$ cat src/rtl/mips_multicycle_core.sv
// mips_multicycle_core
//   Multi-cycle MIPS subset core: FETCH -> DECODE -> EXEC -> (MEM) -> (WB).
//   Internal 32x32 register file. Instruction and data memories are external
//   synchronous RAMs, so read data returns one cycle after the address.
//
//   Optional build macro: MIPS_OVF_TRAP_EN
//     When defined, signed overflow on add/addi/sub suppresses writeback,
//     sets the sticky o_ovf flag and redirects the PC to TRAP_VEC.
//     When undefined, there is no o_ovf port and add/addi/sub wrap like
//     addu/addiu/subu.
//
// Ports
//   clk           clock, all state updates on the rising edge
//   nrst          synchronous, active-low reset
//   o_imem_addr   instruction word address (pc[PC_W-1:2])
//   i_imem_rdata  instruction word, valid one cycle after o_imem_addr
//   o_dmem_addr   data word address (alu_result[DADDR_W+1:2])
//   o_dmem_wdata  store data (rt value)
//   o_dmem_we     byte write enables, 4'b1111 only in the MEM cycle of sw
//   i_dmem_rdata  load data, valid one cycle after o_dmem_addr
//   o_pc          current PC
//   o_state       FSM state code (FETCH=0 DECODE=1 EXEC=2 MEM=3 WB=4)
//   o_retire      pulse on the last cycle of each instruction
//   o_reg_din     last writeback data
//   o_illegal     sticky flag, set by an unsupported opcode/funct
//   o_ovf         sticky overflow-trap flag (MIPS_OVF_TRAP_EN only)
//
// Memory handshake: there is no valid/ready; the core drives an address in
// one state and consumes the RAM read data in the following state.

module mips_multicycle_core #(
  parameter int              PC_W     = 8,
  parameter int              DADDR_W  = 6,
  parameter logic [PC_W-1:0] TRAP_VEC = '0
) (
  input  logic               clk,
  input  logic               nrst,
  output logic [PC_W-3:0]    o_imem_addr,
  input  logic [31:0]        i_imem_rdata,
  output logic [DADDR_W-1:0] o_dmem_addr,
  output logic [31:0]        o_dmem_wdata,
  output logic [3:0]         o_dmem_we,
  input  logic [31:0]        i_dmem_rdata,
  output logic [PC_W-1:0]    o_pc,
  output logic [2:0]         o_state,
  output logic               o_retire,
  output logic [31:0]        o_reg_din,
  output logic               o_illegal
`ifdef MIPS_OVF_TRAP_EN
  ,
  output logic               o_ovf
`endif
);

  typedef enum logic [2:0] {
    S_FETCH  = 3'd0,
    S_DECODE = 3'd1,
    S_EXEC   = 3'd2,
    S_MEM    = 3'd3,
    S_WB     = 3'd4
  } state_t;

  typedef enum logic [2:0] {
    K_ALU, K_LW, K_SW, K_BEQ, K_BNE, K_J, K_ILL
  } kind_t;

  typedef enum logic [2:0] {
    A_ADD, A_SUB, A_AND, A_OR, A_XOR, A_SLT, A_SLTU, A_LUI
  } aluop_t;

  typedef enum logic [1:0] {
    B_REG, B_SEXT, B_ZEXT
  } bsel_t;

  typedef struct packed {
    kind_t  kind;
    aluop_t op;
    bsel_t  bsel;
    logic   wr_rd;   // destination is rd (R-type) rather than rt
  } dec_t;

  // Instruction class only; used both for full decode and for the early
  // retire decision made while the instruction word arrives.
  function automatic kind_t kind_of(input logic [31:0] instr);
    kind_t k;
    case (instr[31:26])
      6'h00: begin
        case (instr[5:0])
          6'h20, 6'h21, 6'h22, 6'h23, 6'h24,
          6'h25, 6'h26, 6'h2A, 6'h2B: k = K_ALU;
          default:                    k = K_ILL;
        endcase
      end
      6'h08, 6'h09, 6'h0A, 6'h0C,
      6'h0D, 6'h0E, 6'h0F: k = K_ALU;
      6'h23:               k = K_LW;
      6'h2B:               k = K_SW;
      6'h04:               k = K_BEQ;
      6'h05:               k = K_BNE;
      6'h02:               k = K_J;
      default:             k = K_ILL;
    endcase
    return k;
  endfunction

  function automatic dec_t decode(input logic [31:0] instr);
    dec_t d;
    d.kind  = kind_of(instr);
    d.op    = A_ADD;
    d.bsel  = B_REG;
    d.wr_rd = 1'b0;
    case (instr[31:26])
      6'h00: begin
        d.wr_rd = 1'b1;
        case (instr[5:0])
          6'h22, 6'h23: d.op = A_SUB;
          6'h24:        d.op = A_AND;
          6'h25:        d.op = A_OR;
          6'h26:        d.op = A_XOR;
          6'h2A:        d.op = A_SLT;
          6'h2B:        d.op = A_SLTU;
          default:      d.op = A_ADD;
        endcase
      end
      6'h08, 6'h09, 6'h23, 6'h2B: d.bsel = B_SEXT;
      6'h0A: begin d.op = A_SLT; d.bsel = B_SEXT; end
      6'h0C: begin d.op = A_AND; d.bsel = B_ZEXT; end
      6'h0D: begin d.op = A_OR;  d.bsel = B_ZEXT; end
      6'h0E: begin d.op = A_XOR; d.bsel = B_ZEXT; end
      6'h0F: d.op = A_LUI;
      default: ;
    endcase
    return d;
  endfunction

  // Registered state
  state_t          r_state;
  logic [PC_W-1:0] r_pc;
  logic [31:0]     r_ir;
  logic [31:0]     r_a;
  logic [31:0]     r_b;
  logic [31:0]     r_alu;
  logic [31:0]     r_reg_din;
  logic [3:0]      r_dmem_we;
  logic            r_retire;
  logic            r_illegal;
  logic [31:0]     r_rf [32];

  // Combinational datapath
  dec_t            w_dec;
  kind_t           w_kind_in;
  logic            w_short_in;
  logic [31:0]     w_opb;
  logic [31:0]     w_sum;
  logic [31:0]     w_diff;
  logic [31:0]     w_alu;
  logic [PC_W-1:0] w_pc_seq;
  logic [PC_W-1:0] w_br_tgt;
  logic [PC_W-1:0] w_j_tgt;
  logic [PC_W-1:0] w_wb_pc;
  logic [4:0]      w_wb_dst;
  logic [31:0]     w_wb_data;
  logic            w_wb_en;
  logic            w_trap;

  assign w_dec     = decode(r_ir);
  assign w_kind_in = kind_of(i_imem_rdata);
  // Branches, jump and illegal instructions finish in EXEC.
  assign w_short_in = (w_kind_in == K_BEQ) || (w_kind_in == K_BNE) ||
                      (w_kind_in == K_J)   || (w_kind_in == K_ILL);

  always_comb begin
    case (w_dec.bsel)
      B_SEXT:  w_opb = {{16{r_ir[15]}}, r_ir[15:0]};
      B_ZEXT:  w_opb = {16'h0000, r_ir[15:0]};
      default: w_opb = r_b;
    endcase
  end

  assign w_sum  = r_a + w_opb;
  assign w_diff = r_a - w_opb;

  always_comb begin
    case (w_dec.op)
      A_ADD:   w_alu = w_sum;
      A_SUB:   w_alu = w_diff;
      A_AND:   w_alu = r_a & w_opb;
      A_OR:    w_alu = r_a | w_opb;
      A_XOR:   w_alu = r_a ^ w_opb;
      A_SLT:   w_alu = {31'h0, ($signed(r_a) < $signed(w_opb))};
      A_SLTU:  w_alu = {31'h0, (r_a < w_opb)};
      A_LUI:   w_alu = {r_ir[15:0], 16'h0000};
      default: w_alu = w_sum;
    endcase
  end

  // PC arithmetic is modulo 2^PC_W, so wrap-around falls out of truncation.
  assign w_pc_seq = r_pc + PC_W'(4);
  assign w_br_tgt = w_pc_seq + PC_W'({{14{r_ir[15]}}, r_ir[15:0], 2'b00});
  assign w_j_tgt  = PC_W'({r_ir[25:0], 2'b00});

  assign w_wb_dst  = w_dec.wr_rd ? r_ir[15:11] : r_ir[20:16];
  assign w_wb_data = (w_dec.kind == K_LW) ? i_dmem_rdata : r_alu;

`ifdef MIPS_OVF_TRAP_EN
  logic w_ovf_chk;
  logic w_ovf_now;
  logic r_ovf_pend;
  logic r_ovf;

  // Only the trapping forms (add, addi, sub) are checked.
  assign w_ovf_chk = (r_ir[31:26] == 6'h08) ||
                     ((r_ir[31:26] == 6'h00) &&
                      ((r_ir[5:0] == 6'h20) || (r_ir[5:0] == 6'h22)));
  assign w_ovf_now = (w_dec.op == A_SUB)
                   ? ((r_a[31] != w_opb[31]) && (w_diff[31] != r_a[31]))
                   : ((r_a[31] == w_opb[31]) && (w_sum[31]  != r_a[31]));

  always_ff @(posedge clk) begin
    if (!nrst) begin
      r_ovf_pend <= 1'b0;
      r_ovf      <= 1'b0;
    end else begin
      if (r_state == S_EXEC) r_ovf_pend <= w_ovf_chk & w_ovf_now;
      if ((r_state == S_WB) && r_ovf_pend) r_ovf <= 1'b1;
    end
  end

  assign w_trap = r_ovf_pend;
  assign o_ovf  = r_ovf;
`else
  assign w_trap = 1'b0;
`endif

  assign w_wb_pc = w_trap ? TRAP_VEC : w_pc_seq;
  assign w_wb_en = (r_state == S_WB) && !w_trap && (w_wb_dst != 5'd0);

  // Main FSM, register file and all registered outputs.
  always_ff @(posedge clk) begin
    if (!nrst) begin
      r_state   <= S_FETCH;
      r_pc      <= '0;
      r_ir      <= '0;
      r_a       <= '0;
      r_b       <= '0;
      r_alu     <= '0;
      r_reg_din <= '0;
      r_dmem_we <= 4'b0000;
      r_retire  <= 1'b0;
      r_illegal <= 1'b0;
      for (int i = 0; i < 32; i++) r_rf[i] <= '0;
    end else begin
      r_retire <= 1'b0;
      case (r_state)
        S_FETCH: begin
          r_state <= S_DECODE;
        end
        S_DECODE: begin
          // Operands are read using fields of the word just returned by IMem.
          r_ir     <= i_imem_rdata;
          r_a      <= r_rf[i_imem_rdata[25:21]];
          r_b      <= r_rf[i_imem_rdata[20:16]];
          r_retire <= w_short_in;
          r_state  <= S_EXEC;
        end
        S_EXEC: begin
          r_alu <= w_alu;
          case (w_dec.kind)
            K_BEQ: begin
              r_pc    <= (r_a == r_b) ? w_br_tgt : w_pc_seq;
              r_state <= S_FETCH;
            end
            K_BNE: begin
              r_pc    <= (r_a != r_b) ? w_br_tgt : w_pc_seq;
              r_state <= S_FETCH;
            end
            K_J: begin
              r_pc    <= w_j_tgt;
              r_state <= S_FETCH;
            end
            K_ILL: begin
              r_illegal <= 1'b1;
              r_pc      <= w_pc_seq;
              r_state   <= S_FETCH;
            end
            K_LW: begin
              r_state <= S_MEM;
            end
            K_SW: begin
              r_dmem_we <= 4'b1111;
              r_retire  <= 1'b1;
              r_state   <= S_MEM;
            end
            default: begin
              r_retire <= 1'b1;
              r_state  <= S_WB;
            end
          endcase
        end
        S_MEM: begin
          r_dmem_we <= 4'b0000;
          if (w_dec.kind == K_LW) begin
            r_retire <= 1'b1;
            r_state  <= S_WB;
          end else begin
            r_pc    <= w_pc_seq;
            r_state <= S_FETCH;
          end
        end
        S_WB: begin
          if (w_wb_en) r_rf[w_wb_dst] <= w_wb_data;
          r_reg_din <= w_wb_data;
          r_pc      <= w_wb_pc;
          r_state   <= S_FETCH;
        end
        default: begin
          r_state <= S_FETCH;
        end
      endcase
    end
  end

  assign o_imem_addr  = r_pc[PC_W-1:2];
  assign o_dmem_addr  = r_alu[DADDR_W+1:2];
  assign o_dmem_wdata = r_b;
  assign o_dmem_we    = r_dmem_we;
  assign o_pc         = r_pc;
  assign o_state      = r_state;
  assign o_retire     = r_retire;
  assign o_reg_din    = r_reg_din;
  assign o_illegal    = r_illegal;

endmodule

$ cat config.mk
export PLATFORM = sky130hd
export DESIGN_NAME = mips_multicycle_core
export DESIGN_NICKNAME = d
export VERILOG_FILES = /design/src/rtl/mips_multicycle_core.sv
export SDC_FILE = /design/constraint.sdc
export NUM_CORES = 2
export LEC_CHECK = 0
export CAP_MARGIN = 10
export CORE_ASPECT_RATIO = 0.7
export CORE_MARGIN = 2
export CORE_UTILIZATION = 50
export CTS_CLUSTER_DIAMETER = 50
export CTS_CLUSTER_SIZE = 30
export DETAILED_ROUTE_END_ITERATION = 7
export DONT_BUFFER_PORTS = 1
export SLEW_MARGIN = 20
export SYNTH_ARGS = -nofsm -noshare
export SYNTH_HDL_FRONTEND = slang
export SYNTH_SLANG_ARGS = --single-unit
$ cat constraint.sdc
create_clock -name clk -period 5.8 [get_ports clk]
set_input_delay 1.16 -clock clk [delete_from_list [all_inputs] [get_ports clk]]
set_output_delay 1.16 -clock clk [all_outputs]
set_load 0.1 [all_outputs]
# Word-level counts from Yosys, hierarchy flattened
# Memories as Yosys holds them, arrays and structs flattened. A register that Yosys moved wholly into a read port is not among the register bits.
# Cells that the tools add are included.
# classes
addsub	4
mul	0
div_mod_pow	0
n_lt_le_gt_ge	2
n_eq_ne	70
shifts	0
n_mux	33
bitwise_logic	3
reduce_logical	27
# op_table
operator	n
$pmux W32 S8	1
$eq A6 B6 Y1 const B	22
$eq A6 B4 Y1 const B	14
$lt A32 B32 Y1	2
$mux W32	2
$pmux W32 S2	1
$pmux W3 S7	2
$pmux W3 S6	2
$eq A3 B3 Y1 const B	11
$add A32 B32 Y32	1
$and A32 B32 Y32	1
$eq A32 B32 Y1	1
$ne A32 B32 Y1	1
$or A32 B32 Y32	1
$pmux W8 S4	1
$reduce_or A32 Y1	1
$sub A32 B32 Y32	1
$xor A32 B32 Y32	1
$eq A6 B3 Y1 const B	4
$mux W8	3
$pmux W8 S3	1
$eq A3 B2 Y1 const B	7
$reduce_or A9 Y1	2
$reduce_or A7 Y1	2
31 further kinds	54
# word_totals
ff_bits	113
latch_bits	0
mem_bits_rw	1024
rom_bits	0
in_bits	66
out_inout_bits	93
wordCells	148
n_memories	1
# mem_list
memory	words	width	read_ports	rd_clocked_by_memory_dff	wr	line_no	rtl
r_rf	32	32	2	2	32	147	logic [31:0] r_rf [32];

# Longest topological paths before layout
# logic_depth
depth_word	11
mapped_depth	24
mapped_depth_nobuf	21

# Worst setup path after synthesis
# OpenSTA, ideal clock, no wires.
# synth_path
path_type	flip-flop to flip-flop
start	register r_ir[29]
end	register r_alu[29]
setup_ns	0.123
arrival_ns	4.574
required_time_ns	5.677
setup_slack_ns	1.102
path_stages_with_launch	23
path_buffers	4
synth_period_minus_slack_ns	4.698
path_cell_list	dfxtp_1 -> buf_1 -> nand2_1 -> o21ai_0 -> nand2_1 -> ha_1 -> clkbuf_1 -> clkinv_1 -> nand2_1 -> clkbuf_1 -> o21a_1 -> inv_1 -> ha_1 -> buf_2 -> and4_1 -> and3_1 -> a221o_1 -> nor3_2 -> a21oi_1 -> a311o_1 -> a31oi_1 -> mux2i_1 -> o21ai_1
# synth_via
elab_chain_len	7
elab_cells_between_ends	31
classes_between	2 x add/sub; 18 x eq/ne; 4 x mux; 3 x bitwise; 4 x reduce/logical
# synth_lines
element	line_no	rtl
start, declared	139	logic [31:0] r_ir;
start signal, assigned	260	r_ir <= i_imem_rdata;
$eq A6 B4 Y1 or $eq A6 B6 Y1 (tied branches)	112	case (instr[31:26])
$reduce_or A5 Y1 (no line) or $reduce_or A3 Y1 (tied branches)	--	
$pmux W2 S2	112	
$eq A2 B2 Y1 or $eq A2 B1 Y1 (tied branches)	173	case (w_dec.bsel)
$pmux W32 S2	173	
$sub A32 B32 Y32 (tied with other cells)	181	assign w_diff = r_a - w_opb;
$pmux W32 S8 (*)	184	case (w_dec.op)
end signal, assigned	267	r_alu <= w_alu;
end, declared	142	logic [31:0] r_alu;
# Mark *: on every way between the ends. The rest lies on a longest branch, timed or not.
# A chain may end at the register's enable or synchronous reset.

# Worst setup path in the final report
# layout_path
start	register r_ir[28]
end	register r_alu[28]
# Same word-level chain as after synthesis.

==> key figures <==
Power and ir drop
  • P_int: 15.2 mW
  • Switching portion of total power: 0.303
  • Combinational share of power: 0.165
  • Pleak: 23.5 nW
  • Worst vdd ir: 0.286 mV
  • Clk pwr share: 0.376
  • Pwr/cell area: 308 nW/µm²
  • Flop pwr share: 0.460
  • Sw power: 6.59 mW

Drt
  • DRC: 0
  • Drt wl/cell: 37.9 µm
  • Via count: 45,769
  • Final wirelength: 244 mm
  • Via density per instance: 7.09
  • Antenna viol nets, final: 0
  • First-pass DRT Iterations: 5
  • DRT iter0 DRCs: 7,589

Finish
  • Final core occ: 0.558
  • Register area: 34,100 µm²
  • Area occupied by multi-input gates: 28,300 µm²
  • Filler cells: 10,200
  • Area Overhead vs Synth: 10.4%
  • Layout cells sized above 1: 0.244
  • # nets final: 4,861

Timing
  • Slew HR: 0.145
  • Worst slew pin tran: 1280 ps
  • Tcrit/Tclk final: 0.941
  • Post-route minimum period: 5460 ps
  • Max Slew Vio Count: 0
  • Final Hold Viols: 0
  • RSZ-0062 raised after global routing: false
  • Final setup violation count: 0
  • Setup TNS: 0 ps
  • Skew final: 41.5 ps
  • Upper clock frequency limit: 183 MHz

Synth
  • Netlist cell types: 83
  • Simple-gate share of the synthesized area: 0.0984
  • Largest family of logic cells by synthesized area: multiplexers
  • Synth Area in XOR/XNOR: 0.00849
  • Mux share of post-synthesis cell area: 0.242
  • Synthesized area per cell: 13.3 µm²
  • Post-synth EDFFs: 1,024
  • Synth Instances: 4,829
  • Yosys warning total: 0
  • Sequential share of the synthesized area: 0.533
  • Primary FF master, synth: edfxtp_1
  • Adder-cell area share of the yosys netlist: 0.0215
  • Compound-Gate Fraction of Synth Area: 0.0605
  • Yosys reg bits: 1,191
  • Asr flop ratio synth: 0
  • Synthesized area: 64,000 µm²

Job
  • Max Cap Viol: 0

Global routing
  • GR Layer Usage met1: 0.540
  • Most used routing layer in global routing: met1
  • Met3 Resource Use GR: 0.131
  • Final global-route overflow total: 0
  • Pin count of the biggest net entering global routing: 258
  • Initial antenna violation count: 13
  • Vias in the first global route: 42,780
  • M2 GR Usage: 0.517
  • GRT Total Usage: 0.372
  • First-pass GRT wire length: 338 mm

Setup path
  • Crit path max-delay cell type: o21ai_0
  • Crit Path Class: reg2reg
  • Crit path launch type: flop
  • Crit end category: flop
  • CP arrival: 6090 ps
  • Crit path max-delay family: compound AO/OA/AOI/OAI gates
  • Buffers and inverters on the worst path: 2
  • Worst Path Max Fanout: 16
  • Critical Path RT: 6430 ps
  • Worst path cell trace: nand3_1, a21oi_1, ha_1, nor2_1, buf_4, a22o_1, ha_1, fa_1, a21oi_1, o21ai_0, o2bb2ai_1, buf_4, o21ai_0, a21oi_1, a21oi_1, nand2_1, xnor2_1, a221oi_1, a21oi_1
  • Cell mode on critical path: a21oi_1
  • Max incr delay on CP: 660 ps

Die
  • Starting Density: 0.506
  • IO Pins: 159
  • CORE AREA: 127,000 µm²
  • Die width: 432 µm
  • Full die area: 131,000 µm²
  • Site Rows: 109
  • Die Y: 303 µm

CTS
  • Total CTS buffers: 111
  • Clk_lat worst skew: 770 ps
  • Post-CTS sizing: 0
  • CTS root buf: clkbuf_16
  • Htree depth: 3
  • TritonCTS clock tree: yes
  • Clk buf depth: 3
  • Setup bufs post-CTS: 0
  • CTS clk-pin slew, worst paths: 80 ps
  • Clk sinks: 1,191
  • Hold_buf cts: 0

Placement
  • Half-perimeter wire length after placement: 142 mm
  • Routability cong.: 0.999
  • I/O Buffers: 0

Hold path
  • Hold Crit Class: reg2reg

Run status
  • Status: completed
-- cell usage in the layout (no fill, tap or decap), types with 21 or more instances in the layout --
| cell type | netlist | routed |
|---|---|---|
| xor2_1 | 34 | 34 |
| o21ai_0 | 92 | 92 |
| a21oi_1 | 137 | 137 |
| mux2i_4 | 0 | 32 |
| inv_1 | 105 | 105 |
| edfxtp_1 | 1024 | 1024 |
| a211oi_1 | 116 | 116 |
| inv_6 | 0 | 21 |
| mux2i_1 | 107 | 74 |
| o21a_1 | 26 | 26 |
| nand2_1 | 182 | 119 |
| nand2_2 | 0 | 62 |
| nand3_1 | 31 | 31 |
| nor2_1 | 1207 | 1205 |
| nor3_1 | 34 | 34 |
| dfxtp_1 | 167 | 159 |
| inv_8 | 0 | 21 |
| clkbuf_16 | 0 | 113 |
| buf_4 | 18 | 168 |
| mux4_2 | 640 | 640 |
| ha_1 | 105 | 105 |
| xnor2_1 | 28 | 28 |
| conb_1 | 1 | 34 |
-- through the flow --
step | setup slack, ps | area [µm²] | hold WS (ps) | instances | power, mW
after floorplan | 1100 | 64100 | 431 | 4862 | 12.6
after global placement | 731 | 66400 | 441 | 6231 | 13.6
after detailed placement | 621 | 66500 | 449 | 6235 | 13.7
after CTS | 578 | 70500 | 459 | 6445 | 21.7
after global routing | 83.8 | 70600 | 475 | 6450 | 22.3
final | 340 | 70600 | 459 | 6452 | 21.8
-- final cells by class --
cell class              instances  share of cell area
flip-flops and latches       1191               0.483
multi-input cells            3087               0.401
clock buffers                 114              0.0401
well taps                    1665              0.0295
repair buffers                188              0.0235
clock inverters                96              0.0173
inverters                     108             0.00585
diodes                          3            0.000106
-- routing by layer --
layer	up-vias	part of all wire
met1	23627	0.39
met3	612	0.15
met5	-	0.00035
met2	3485	0.42
met4	14	0.045
li1	18031	-
-- worst register-to-register path, delay by kind of cell, from the launching register on --
kind	cells	cell delay [ps]
adders and majority gates	3	850
xor gates and xnor gates	1	140
DFF	1	570
and+or+nand+nor	3	520
buffers and inverters	2	520
AOI/OAI and AO/OA	10	2740
-- Yosys cell counts, types with 6 or more instances --
| cell | instances | area, µm² |
|---|---|---|
| o21a_1 | 26 | 195 |
| a31oi_1 | 16 | 100 |
| o21ai_0 | 92 | 460 |
| nor3_1 | 34 | 170 |
| dfxtp_1 | 167 | 3340 |
| nor2_1 | 1207 | 4530 |
| xor2_1 | 34 | 298 |
| buf_1 | 51 | 191 |
| a221oi_1 | 10 | 87.6 |
| and3_1 | 9 | 56.3 |
| inv_1 | 105 | 394 |
| edfxtp_1 | 1024 | 30700 |
| nand2b_1 | 17 | 106 |
| a22oi_1 | 15 | 113 |
| nor2b_1 | 17 | 106 |
| buf_2 | 50 | 250 |
| o22ai_1 | 16 | 100 |
| o2111ai_1 | 6 | 52.6 |
| a211oi_1 | 116 | 871 |
| ha_1 | 105 | 1310 |
| o21bai_1 | 16 | 120 |
| nand3_1 | 31 | 155 |
| clkbuf_1 | 357 | 1340 |
| mux4_2 | 640 | 14400 |
| or3_1 | 8 | 50.1 |
| nor4_1 | 15 | 93.8 |
| a21o_1 | 12 | 90.1 |
| nand4_1 | 9 | 56.3 |
| nand2_1 | 182 | 683 |
| and2_1 | 10 | 62.6 |
| a21oi_1 | 137 | 686 |
| mux2i_1 | 107 | 1070 |
| nand3b_1 | 7 | 52.6 |
| o31ai_1 | 6 | 45.0 |
| a22o_1 | 18 | 158 |
| buf_4 | 18 | 135 |
| o211ai_1 | 15 | 113 |
| xnor2_1 | 28 | 245 |
-- flip-flops by register name (all words and copies together), names as in the netlist --
name,cells
o_dmem_we,1
o_illegal,1
o_dmem_wdata,32
o_state,3
o_reg_din,32
r_rf,1024
o_pc,6
o_retire,1
r_alu,32
r_ir,27
r_a,32
-- final timing paths --
| check | from | to | slack (ps) | cells after the start |
|---|---|---|---|---|
| hold / removal | r_ir[16]$_SDFFE_PN0P_ | r_ir[16]$_SDFFE_PN0P_ | 460 | 2 |
| hold reg to reg | r_ir[16]$_SDFFE_PN0P_ | r_ir[16]$_SDFFE_PN0P_ | 460 | 2 |
| setup / recovery | r_ir[28]$_SDFFE_PN0P_ | r_alu[28]$_SDFFE_PN0N_ | 340 | 19 |
| setup reg to reg | r_ir[28]$_SDFFE_PN0P_ | r_alu[28]$_SDFFE_PN0N_ | 340 | 19 |
-- cell families after synthesis --
family | after synthesis
simple gates | 1566
flops | 1191
mux | 748
buf+inv | 584
compound gates | 569
fa+ha+maj | 108
xor+xnor | 62
other cells | 1
-- power by group through the flow --
stage | Clock (mW) | Combinational (mW) | Sequential, mW
after floorplan | 0 | 2.40 | 10.2
after global placement | 0 | 3.47 | 10.2
after detailed placement | 0 | 3.47 | 10.2
after CTS | 8.22 | 3.48 | 10.0
after global routing | 8.52 | 3.74 | 10.0
final | 8.19 | 3.58 | 10.0
No activity file was read; power rests on OpenSTA's default activity.
